File: src/rtl/apb_master_arbiter14.sv
// apb_master_arbiter14: round-robin arbiter driving one APB master port; optional ACCESS watchdog under APB_ARB_TIMEOUT_EN
module apb_master_arbiter14 #(
  parameter int NUM_REQ        = 4,
  parameter int PADDR_WIDTH14  = 32,
  parameter int PWDATA_WIDTH14 = 32,
  parameter int PRDATA_WIDTH14 = 32,
  parameter int SEL_LSB        = 12,
  parameter int TIMEOUT_CYCLES = 255
) (
  input  logic                              pclock14,
  input  logic                              preset14,
  input  logic [NUM_REQ-1:0]                req_valid,
  input  logic [NUM_REQ*PADDR_WIDTH14-1:0]  req_addr,
  input  logic [NUM_REQ-1:0]                req_write,
  input  logic [NUM_REQ*PWDATA_WIDTH14-1:0] req_wdata,
  output logic [NUM_REQ-1:0]                req_done,
  output logic [PRDATA_WIDTH14-1:0]         req_rdata,
  output logic                              req_slverr,
  output logic                              busy,
  output logic [2:0]                        grant_id,
  output logic                              timeout_pulse,
  output logic [PADDR_WIDTH14-1:0]          paddr14,
  output logic                              prwd14,
  output logic [PWDATA_WIDTH14-1:0]         pwdata14,
  output logic                              penable14,
  output logic [15:0]                       psel14,
  input  logic [PRDATA_WIDTH14-1:0]         prdata14,
  input  logic                              pready14,
  input  logic                              pslverr14
);
  localparam int IW = (NUM_REQ > 1) ? $clog2(NUM_REQ) : 1;
  if (NUM_REQ < 2 || NUM_REQ > 8) begin : g_bad_num_req
    $error("NUM_REQ must be 2..8");
  end
  if (SEL_LSB + 4 > PADDR_WIDTH14) begin : g_bad_sel_lsb
    $error("SEL_LSB+4 must not exceed PADDR_WIDTH14");
  end
  if (TIMEOUT_CYCLES < 1 || TIMEOUT_CYCLES > 65535) begin : g_bad_timeout
    $error("TIMEOUT_CYCLES must be 1..65535");
  end
  typedef enum logic [1:0] {IDLE, SETUP, ACCESS} state_t;
  state_t state_q;
  logic [IW-1:0] last_q;
  logic [IW-1:0] win_d;
  logic [IW-1:0] idx;
  logic found_d;
  logic [NUM_REQ-1:0] elig;
  logic [PADDR_WIDTH14-1:0] win_addr;
`ifdef APB_ARB_TIMEOUT_EN
  logic [15:0] cnt_q;
`endif
  assign elig = req_valid & ~req_done;
  assign win_addr = req_addr[win_d*PADDR_WIDTH14 +: PADDR_WIDTH14];
  // pick the first eligible requester after the last grant; descending scan lets the nearest one win
  always_comb begin
    win_d = '0;
    found_d = 1'b0;
    idx = '0;
    for (int k = NUM_REQ; k >= 1; k--) begin
      idx = IW'((int'(last_q) + k) % NUM_REQ);
      if (elig[idx]) begin
        win_d = idx;
        found_d = 1'b1;
      end
    end
  end
  // APB SETUP/ACCESS sequencing with registered bus and completion outputs
  always_ff @(posedge pclock14 or posedge preset14) begin
    if (preset14) begin
      state_q       <= IDLE;
      last_q        <= IW'(NUM_REQ - 1);
      grant_id      <= '0;
      paddr14       <= '0;
      pwdata14      <= '0;
      prwd14        <= 1'b0;
      penable14     <= 1'b0;
      psel14        <= '0;
      req_done      <= '0;
      req_rdata     <= '0;
      req_slverr    <= 1'b0;
      busy          <= 1'b0;
      timeout_pulse <= 1'b0;
`ifdef APB_ARB_TIMEOUT_EN
      cnt_q         <= '0;
`endif
    end else begin
      req_done      <= '0;
      timeout_pulse <= 1'b0;
      case (state_q)
        IDLE: if (found_d) begin
          paddr14  <= win_addr;
          prwd14   <= req_write[win_d];
          pwdata14 <= req_wdata[win_d*PWDATA_WIDTH14 +: PWDATA_WIDTH14];
          psel14   <= 16'(1) << win_addr[SEL_LSB +: 4];
          grant_id <= 3'(win_d);
          last_q   <= win_d;
          busy     <= 1'b1;
          state_q  <= SETUP;
`ifdef APB_ARB_TIMEOUT_EN
          cnt_q    <= '0;
`endif
        end
        SETUP: begin
          penable14 <= 1'b1;
          state_q   <= ACCESS;
        end
        ACCESS: if (pready14) begin
          req_done   <= NUM_REQ'(1) << grant_id;
          req_rdata  <= prwd14 ? '0 : prdata14;
          req_slverr <= pslverr14;
          psel14     <= '0;
          penable14  <= 1'b0;
          busy       <= 1'b0;
          state_q    <= IDLE;
        end
`ifdef APB_ARB_TIMEOUT_EN
        else if (cnt_q == 16'(TIMEOUT_CYCLES - 1)) begin
          req_done      <= NUM_REQ'(1) << grant_id;
          req_rdata     <= '0;
          req_slverr    <= 1'b1;
          timeout_pulse <= 1'b1;
          psel14        <= '0;
          penable14     <= 1'b0;
          busy          <= 1'b0;
          state_q       <= IDLE;
        end else begin
          cnt_q <= cnt_q + 16'd1;
        end
`endif
        default: state_q <= IDLE;
      endcase
    end
  end
endmodule
File: config.mk
export PLATFORM = sky130hd
export DESIGN_NAME = apb_master_arbiter14
export DESIGN_NICKNAME = d
export VERILOG_FILES = /design/src/rtl/apb_master_arbiter14.sv
export SDC_FILE = /design/constraint.sdc
export NUM_CORES = 1
export LEC_CHECK = 0
export ABC_AREA = 1
export CAP_MARGIN = 20
export CORE_AREA = 8 8 157 159
export DETAILED_ROUTE_END_ITERATION = 8
export DIE_AREA = 0 0 165 167
export MAX_ROUTING_LAYER = met4
export PLACE_DENSITY = 0.8
export REMOVE_ABC_BUFFERS = 1
export SYNTH_ARGS = -nofsm -noshare
export SYNTH_HDL_FRONTEND = slang
export SYNTH_SLANG_ARGS = --single-unit
File: constraint.sdc
create_clock -name pclock14 -period 6.15 [get_ports pclock14]
set_input_delay 1.845 -clock pclock14 [delete_from_list [all_inputs] [get_ports pclock14]]
set_output_delay 1.845 -clock pclock14 [all_outputs]
set_load 0.005 [all_outputs]
Word-level counts from Yosys, hierarchy flattened
Index checks and enable logic that the tools add are counted.

Register bits after elaboration: 126. Bits of input ports: 300. Output and inout bits: 124. Word-level logic and storage cells: 70.

Add/subtract/negate cells: 4. Order comparisons: 5. Equal/unequal tests: 4. Shifts and indexed selects: 4. Muxes and demuxes: 31. Bitwise operators: 2. Reduce and logical (&&, ||, !) cells: 8.

Operators with widths (count): indexed part select 128 x 8 -> 32 bit (2); 2-to-1 mux 16 bit (2); 2-to-1 mux 32 bit (1); case mux 16 bit (2 select lines) (1); left shift 1 x 4 -> 16 bit (first input constant) (1); < comparator 2 x 3 -> 1 bit (second input constant) (5); 2-to-1 mux 2 bit (6); 2-to-1 mux 1 bit (11); binary-select mux 1 bit (select 2 bit) (5); 2-to-1 mux 4 bit (2); AND reduction 2 bit (4); case mux 2 bit (3 select lines) (1); adder 2 x 1 -> 2 bit (second input constant) (2); adder 2 bit (second input constant) (2); bitwise AND 4 bit (1); != test 2 bit (second input constant) (2); NOT 4 bit (1); case mux 1 bit (2 select lines) (2); nonzero test 2 bit (2); left shift 1 x 2 -> 4 bit (first input constant) (1); AND reduction 3 bit (1); equality test 2 x 1 -> 1 bit (second input constant) (1); equality test 2 bit (second input constant) (1); zero test 2 bit (1).

Depth between registers and ports, before layout
Gate-level depths: netlist (run 1).

Depth in word-level cells: 12. Mapped depth: 18. Mapped depth without buffers: 16.

Least setup slack after synthesis (run 1)
OpenSTA, ideal clock, no wires.

Kind: input -> register. From: input port req_valid[3]. To: register psel14[0]. Library setup time: 0.118 ns. Arrival time: 3.079 ns. Required time: 6.032 ns. Slack: 2.954 ns. Stages on the path: 14. Buffers on the path: 1. Cells stage by stage: nand3_1 > nand2_1 > nor2_2 > nor2_1 > inv_1 > nand3_4 > nand2_2 > buf_6 > nand2_1 > nand2_1 > nand2_1 > nand2_2 > nand3_1 > nand2_1.

Word-level cells in the longest chain between the ends: 11. Elaborated cells on any way between the ends: 23. Classes of those cells: eq/ne: 1; shift: 2; mux: 18; bitwise: 1; reduce/logical: 1.

Ends and longest elaborated chain: start: declaration (RTL line 12) `input logic [NUM_REQ-1:0] req_valid,`; bitwise AND 4 bit (*) (RTL line 52) `assign elig = req_valid & ~req_done;`; binary-select mux 1 bit (select 2 bit) (RTL line 61) `if (elig[idx]) begin`; 2-to-1 mux 1 bit (not written as such) (RTL line 61); 2-to-1 mux 2 bit (4 in series) (RTL line 61); indexed part select 128 x 8 -> 32 bit (RTL line 53) `assign win_addr = req_addr[win_d*PADDR_WIDTH14 +: PADDR_WIDTH14];`; left shift 1 x 4 -> 16 bit (RTL line 94) `psel14 <= 16'(1) << win_addr[SEL_LSB +: 4];`; 2-to-1 mux 16 bit (RTL line 90) `IDLE: if (found_d) begin`; case mux 16 bit (2 select lines) (RTL line 89) `case (state_q)`; end signal: assignment (RTL line 94); end: declaration (RTL line 26) `output logic [15:0] psel14,`.

Every way passes the cells marked *; elsewhere a longest branch is shown, timed or not. The select of a mux whose other input is x is not followed. A chain may end at the register's enable or synchronous reset.

Worst setup path after layout (run 1)
From: input port req_valid[0]. To: register pwdata14[19].

Word-level cells in the longest chain between the ends: 8. Elaborated cells on any way between the ends: 19. Classes of those cells: shift: 1; mux: 16; bitwise: 1; reduce/logical: 1.

Ends and longest elaborated chain: bitwise AND 4 bit (*) (RTL line 52); binary-select mux 1 bit (select 2 bit) (RTL line 61); 2-to-1 mux 1 bit (not written as such) (RTL line 61); 2-to-1 mux 2 bit or 2-to-1 mux 1 bit (tied branches) (4 in series) (RTL line 61); indexed part select 128 x 8 -> 32 bit or AND reduction 2 bit (tied branches); end signal: assignment (RTL line 93) `pwdata14 <= req_wdata[win_d*PWDATA_WIDTH14 +: PWDATA_WIDTH14];`; end: declaration (RTL line 24) `output logic [PWDATA_WIDTH14-1:0] pwdata14,`.

Marked as above.

==> results.yml, run 1 <==
worst_setup_path:
  worst_ep_arrival_time_ns: 4.61
  crit_path_start_kind: "input pin"
  critPathKind: "in -> reg"
  path_cells: "clkdlybuf4s50_1, nand3_1, nand2_1, nand2_1, nand2_1, nand2_4, nand2_4, nand2_4, nand2_4, buf_4, nand2_1, nand2_1, nand2_1, a31oi_1"
  crit_path_max_fanout: 82
  cp_slowest_stage_delay_ns: 0.63
  endpoint_kind: "register"
  critical_path_required_ns: 6.47
  slowest_stage: "nand2_4"
  worst_path_most_repeated_cell: "nand2_1"
status:
  outcome: "complete, no violations"
power_and_ir_drop:
  switching_share_pct: 50.23
  finalPower_w: 0.007704
  p_leak_nw: 5.758
  ir_drop_v: 0.0006541
  p_comb_share_pct: 67.7
  clockPowerShare_pct: 13.0
  switchingPower_w: 0.003870
  power_density_nw_per_um2: 623.9
  p_int_w: 0.003834
  seq_power_share_pct: 19.3
yosys:
  synth-adder-area-share_pct: 0
  avgSynthCellArea_um2: 6.743
  muxShareOfSynthArea_pct: 0
  synth_top_family_by_area: "simple AND/OR/NAND/NOR gates"
  syn_area_um2: 7498
  synth_area_leaders: "dfrtp_1 41%, nand2_1 31%, a31oi_1 5.1%, nand3_1 3.4%, nor2_1 3.3%"
  synth_edf_count: 0
  yosys_warnings: 0
  netlist_instances: 1112
  synth_compound_area_share_pct: 7.993
  yosysUniqueCellTypes: 29
  yosysSeqAreaShare_pct: 42.08
  synthXorXnorAreaFrac_pct: 0.3671
  netlist_top_cells_count: "618 x nand2_1, 124 x dfrtp_1, 66 x nor2_1, 61 x a31oi_1, 51 x nand3_1"
  synthArstFlopShare_pct: 100.0
  ys_seq_elements: 126
  synth_top_area_share_pct: 41.38
  yosysMostFrequentCell: "nand2_1"
  synth-main-ff-cell: "dfrtp_1"
  synth_top_area_cell: "dfrtp_1"
  synth-simple-area-share_pct: 42.22
grt:
  grt_pass1_vias: 8433
  grt_start_max_net_pins: 97
  gr-total-overflow: 0
  track_usage_pct: 21.38
  grt_pass1_wl_um: 45360
  grt_antenna_before_repair: 3
detailed_routing:
  via_per_inst: 4.752
  first_iter_violations: 573
  route.detailed.drc: 0
  wl_um: 29590
  ant_nets: 0
  num_vias: 8520
  dr.pass1.iters: 6
  routedWlPerCell_um: 16.50
clock_tree:
  clk_pin_slew_ns: 0.06
  ctsHoldBuffers: 0
  clock_path_buffers: 2
  insertion_delay_ns: 0.42
  ctsResizeCount: 0
  post-cts-setup-buffers: 0
  numCtsBuffers: 17
  clock_sinks: 126
  h-tree-depth: 4
  clock-root-buffer: "clkbuf_16"
  cts_tree: "yes"
floorplan:
  io_pins: 424
  num_rows: 55
  start_util_pct: 33.73
  die_w_um: 165
  coreArea_um2: 22230
  dieArea_um2: 27560
  die_h_um: 167
cells_and_area:
  drive_above_1_share_pct: 6.047
  final_cell_area_um2: 12350
  fin_nets: 1792
  area_growth_pct: 64.68
  finalNonFillerCells: 1793
sta:
  hold_viol: 0
  worst_pin_slew_ns: 1.009
  layout_min_cycle_time_ns: 4.284
  rsz0062_at_grt: "no"
  setup_viol: 0
  relSlewSlack_pct: 32.68
  finClkSkew_ns: 0.01240
  max_freq_ghz: 0.2334
  maxSlewViolCount: 0
  min_period_over_period_pct: 69.66
  layout_setup_ws_ns: 1.866
placed_design:
  post-dp-hpwl_um: 22440
  pre_cts_slack_ns: 1.507
  gp_congestion: 0.9293
  placed_cell_area_um2: 11760
  dp.cells: 1758
  numPortBuffers: 421
min_path:
  hp-class: "reg -> reg"
job:
  cap_violations: 0
[registers in the layout (all words and copies together), names as in the netlist]
register and count:
psel14 16, req_done 4, last_q 2, prwd14 1, penable14 1, pwdata14 32, req_slverr 1, state_q 2
req_rdata 32, grant_id 2, paddr14 32, busy 1
[final cells by class]
type                       count  area, um2
fill                        2107       9879
timing repair buffer         430       4294
inverter                      34      137.6
tap                          285      356.6
antenna                        3      7.507
clock buffer                  18      439.2
sequential                   126       3156
clock inverter                14      143.9
multi-input combinational    883       3814
[per-layer routing]
| layer | part of all wire [%] | vias up | GRT usage, % | routed length [um] |
|---|---|---|---|---|
| li1 | - | 4248 | - | - |
| met1 | 38 | 3898 | 23.58 | 11330 |
| met2 | 51 | 343 | 36.50 | 15200 |
| met3 | 8.6 | 31 | 6.460 | 2541 |
| met4 | 1.8 | 0 | 6.074 | 521 |
| met5 | 0 | - | - | 0 |
[through the flow]
step | hold WS (ns) | TNS (ns) | util, %
floorplan | 0.4654 | -33.77 | -
global placement | 0.4616 | 0 | 52.90
detailed placement | 0.4690 | 0 | 52.90
CTS | 0.4866 | 0 | 55.52
global route | 0.4935 | 0 | 55.55
finish | 0.4835 | 0 | 55.55
[final timing paths]
check	end	start	depth (start not counted)	slack (ns)
worst max-delay path	pwdata14[19]	req_valid[0]	14	1.87
worst min-delay path	psel14[15]	psel14[15]	2	0.48
worst max register to register	pwdata14[19]	last_q[0]	15	3.02
worst min register to register	psel14[15]	psel14[15]	2	0.48
max in group asynchronous	pwdata14[28]	preset14	3	3.12
min in group asynchronous	psel14[5]	preset14	2	1.97
[critical path: cells and delay by family]
family                 cells  cell delay (ns)
and+or+nand+nor           11             1.55
AOI/OAI and AO/OA          1             0.19
buffers and inverters      2             0.91
[cell families (layout without fill, tap and decap cells)]
family	Yosys count	in the layout
flops	126	126
xor+xnor	1	1
compound gates	103	103
simple gates	777	777
other cells	1	5
buf+inv	104	496
[power groups by stage]
stage / Sequential (W) / Clock [W] / Combinational, W
finish: 0.00149 / 0.00100 / 0.00522
global route: 0.00154 / 0.00107 / 0.00584
CTS: 0.00149 / 0.00103 / 0.00526
detailed placement: 0.00150 / 0 / 0.00524
global placement: 0.00149 / 0 / 0.00513
floorplan: 0.00151 / 0 / 0.00323
[cells in the final DEF (no fill, tap or decap), drive strengths merged]
cell type / Yosys / routed
nand3: 54 / 54
dfstp: 2 / 2
conb: 1 / 2
nand2: 643 / 643
clkinv: 0 / 2
o21ai: 41 / 41
xor2: 1 / 1
clkdlybuf4s50: 0 / 421
clkinvlp: 0 / 4
nor2: 73 / 73
inv: 34 / 41
clkbuf: 23 / 18
buf: 47 / 9
o211ai: 1 / 1
dfrtp: 124 / 124
diode: 0 / 3
a31oi: 61 / 61
nand3b: 1 / 1
bufinv: 0 / 1
nor3: 6 / 6
No activity file was read; power rests on OpenSTA's default activity.
==> inputs of run 2 (changes only) <==
- clock period: 6.15 -> 4.02 ns (I/O delays scaled with it)
==> run 2 against run 1 <==
  * Combinational power increased by 55%
  * Non-clock buffer count increased by 6
  * Worst hold slack got worse by 0.0079 ns
  * Power increased by 55%
  * Critical path type unchanged
==> results.yml, run 2 (synthesis results as in run 1) <==
status:
  outcome: "complete, no violations"
detailed_routing:
  route.detailed.drc: 0
  met2RoutedLength_um: 14700
  routed.top_layer: "met4"
  via_per_inst: 4.698
  dr.pass1.iters: 5
  wl_um: 29460
  drt-met1-wl_um: 11480
  first_iter_violations: 443
  ant_nets: 0
  met3RoutedLength_um: 2601
  routedWlPerCell_um: 16.35
  num_vias: 8465
worst_setup_path:
  critPathKind: "in -> reg"
  endpoint_kind: "register"
  crit_path_max_fanout: 39
  worst_ep_arrival_time_ns: 3.45
  reg2regPathDepth: 12
  critical_path_required_ns: 4.35
  crit_path_start_kind: "input pin"
power_and_ir_drop:
  ir_drop_v: 0.0006133
  switching_share_pct: 49.93
  switchingPower_w: 0.005950
  power_density_nw_per_um2: 957.4
  p_comb_share_pct: 68.0
  p_int_w: 0.005967
  p_leak_nw: 5.811
  clockPowerShare_pct: 12.9
  finalPower_w: 0.01192
  seq_power_share_pct: 19.1
placed_design:
  gp_congestion: 0.8523
  post-dp-hpwl_um: 22900
  numPortBuffers: 421
  dp.cells: 1764
clock_tree:
  insertion_delay_ns: 0.41
  numCtsBuffers: 17
  clock-root-buffer: "clkbuf_16"
  ctsResizeCount: 0
  clock_sinks: 126
  post-cts-setup-buffers: 0
  cts_tree: "yes"
  ctsHoldBuffers: 0
  h-tree-depth: 4
  clk_pin_slew_ns: 0.06
  clock_path_buffers: 2
min_path:
  hold_depth: 2
  hp-class: "reg -> reg"
floorplan:
  die_w_um: 165
  start_util_pct: 33.73
  dieArea_um2: 27560
  num_rows: 55
  die_h_um: 167
  coreArea_um2: 22230
  io_pins: 424
sta:
  hold_viol: 0
  setup_viol: 0
  worst_pin_slew_ns: 0.9530
  finClkSkew_ns: 0.008435
  max_freq_ghz: 0.3202
  relSlewSlack_pct: 36.39
  finalSetupTns_ns: 0
  rsz0062_at_grt: "no"
  maxSlewViolCount: 0
  min_period_over_period_pct: 77.69
  layout_min_cycle_time_ns: 3.123
cells_and_area:
  finalNonFillerCells: 1802
  layout_common_cells: "617 x nand2_1, 421 x clkdlybuf4s50_1, 124 x dfrtp_1"
  area_growth_pct: 65.99
  final_core_util_pct: 56.00
  top_regs: "paddr14: 32 flops, pwdata14: 32 flops, req_rdata: 32 flops"
  drive_above_1_share_pct: 6.420
  fin_nets: 1798
  final_common_cell: "nand2_1"
grt:
  track_usage_pct: 21.25
  grt_start_max_net_pins: 79
  grt_pass1_vias: 8460
  grt_pass1_wl_um: 44870
  grt_antenna_before_repair: 6
  gr-total-overflow: 0
job:
  cap_violations: 0
==> run 2: layout make-up <==
class	count	area [um2]
Fill cell	2082	9781
Timing Repair Buffer	436	4389
Multi-Input combinational cell	883	3814
Sequential cell	126	3156
Clock buffer	17	425.4
Tap cell	285	356.6
Clock inverter	15	153.9
Inverter	34	137.6
Antenna cell	6	15.01
==> run 2: through the flow <==
step	hold slack, ns	area, um2	worst slack (ns)
6_report	0.4757	12450	0.8968
5_1_grt	0.4981	12450	0.7508
4_1_cts	0.4807	12430	0.9151
3_5_place_dp	0.4644	11850	0.4809
3_3_place_gp	0.4601	11850	0.5372
2_1_floorplan	0.4654	7088	-2.598
==> run 2: final timing paths <==
check                        startpoint            end  slack, ns
setup / recovery           req_valid[3]    pwdata14[0]       0.90
hold / removal               req_slverr     req_slverr       0.48
setup reg to reg              last_q[0]    pwdata14[0]       1.38
hold reg to reg              req_slverr     req_slverr       0.48
max in group asynchronous      preset14      last_q[0]       2.22
min in group asynchronous      preset14  req_rdata[13]       1.11
==> run 2: critical path, cell delays in order <==
cell and delay [ns]:
clkdlybuf4s50_1 0.48, nand3_1 0.08, nand2_1 0.15, nand2_1 0.10, nand3_1 0.09, nand3_1 0.08
nand2_2 0.08, buf_4 0.40, buf_4 0.44, nand2_1 0.11, a31oi_1 0.16
==> run 2: metal layers <==
| metal | up-vias | track usage (%) |
|---|---|---|
| met4 | 0 | 7.563 |
| met5 | - | - |
| met1 | 3821 | 22.99 |
| li1 | 4276 | - |
| met2 | 327 | 35.77 |
| met3 | 41 | 6.854 |
==> run 2: power groups by stage <==
stage          registers [W]  clock network [W]  logic [W]
2_1_floorplan        0.00231                  0    0.00494
3_3_place_gp         0.00228                  0    0.00804
3_5_place_dp         0.00230                  0    0.00818
4_1_cts              0.00228            0.00157    0.00822
5_1_grt              0.00236            0.00162    0.00915
6_report             0.00228            0.00154    0.00810
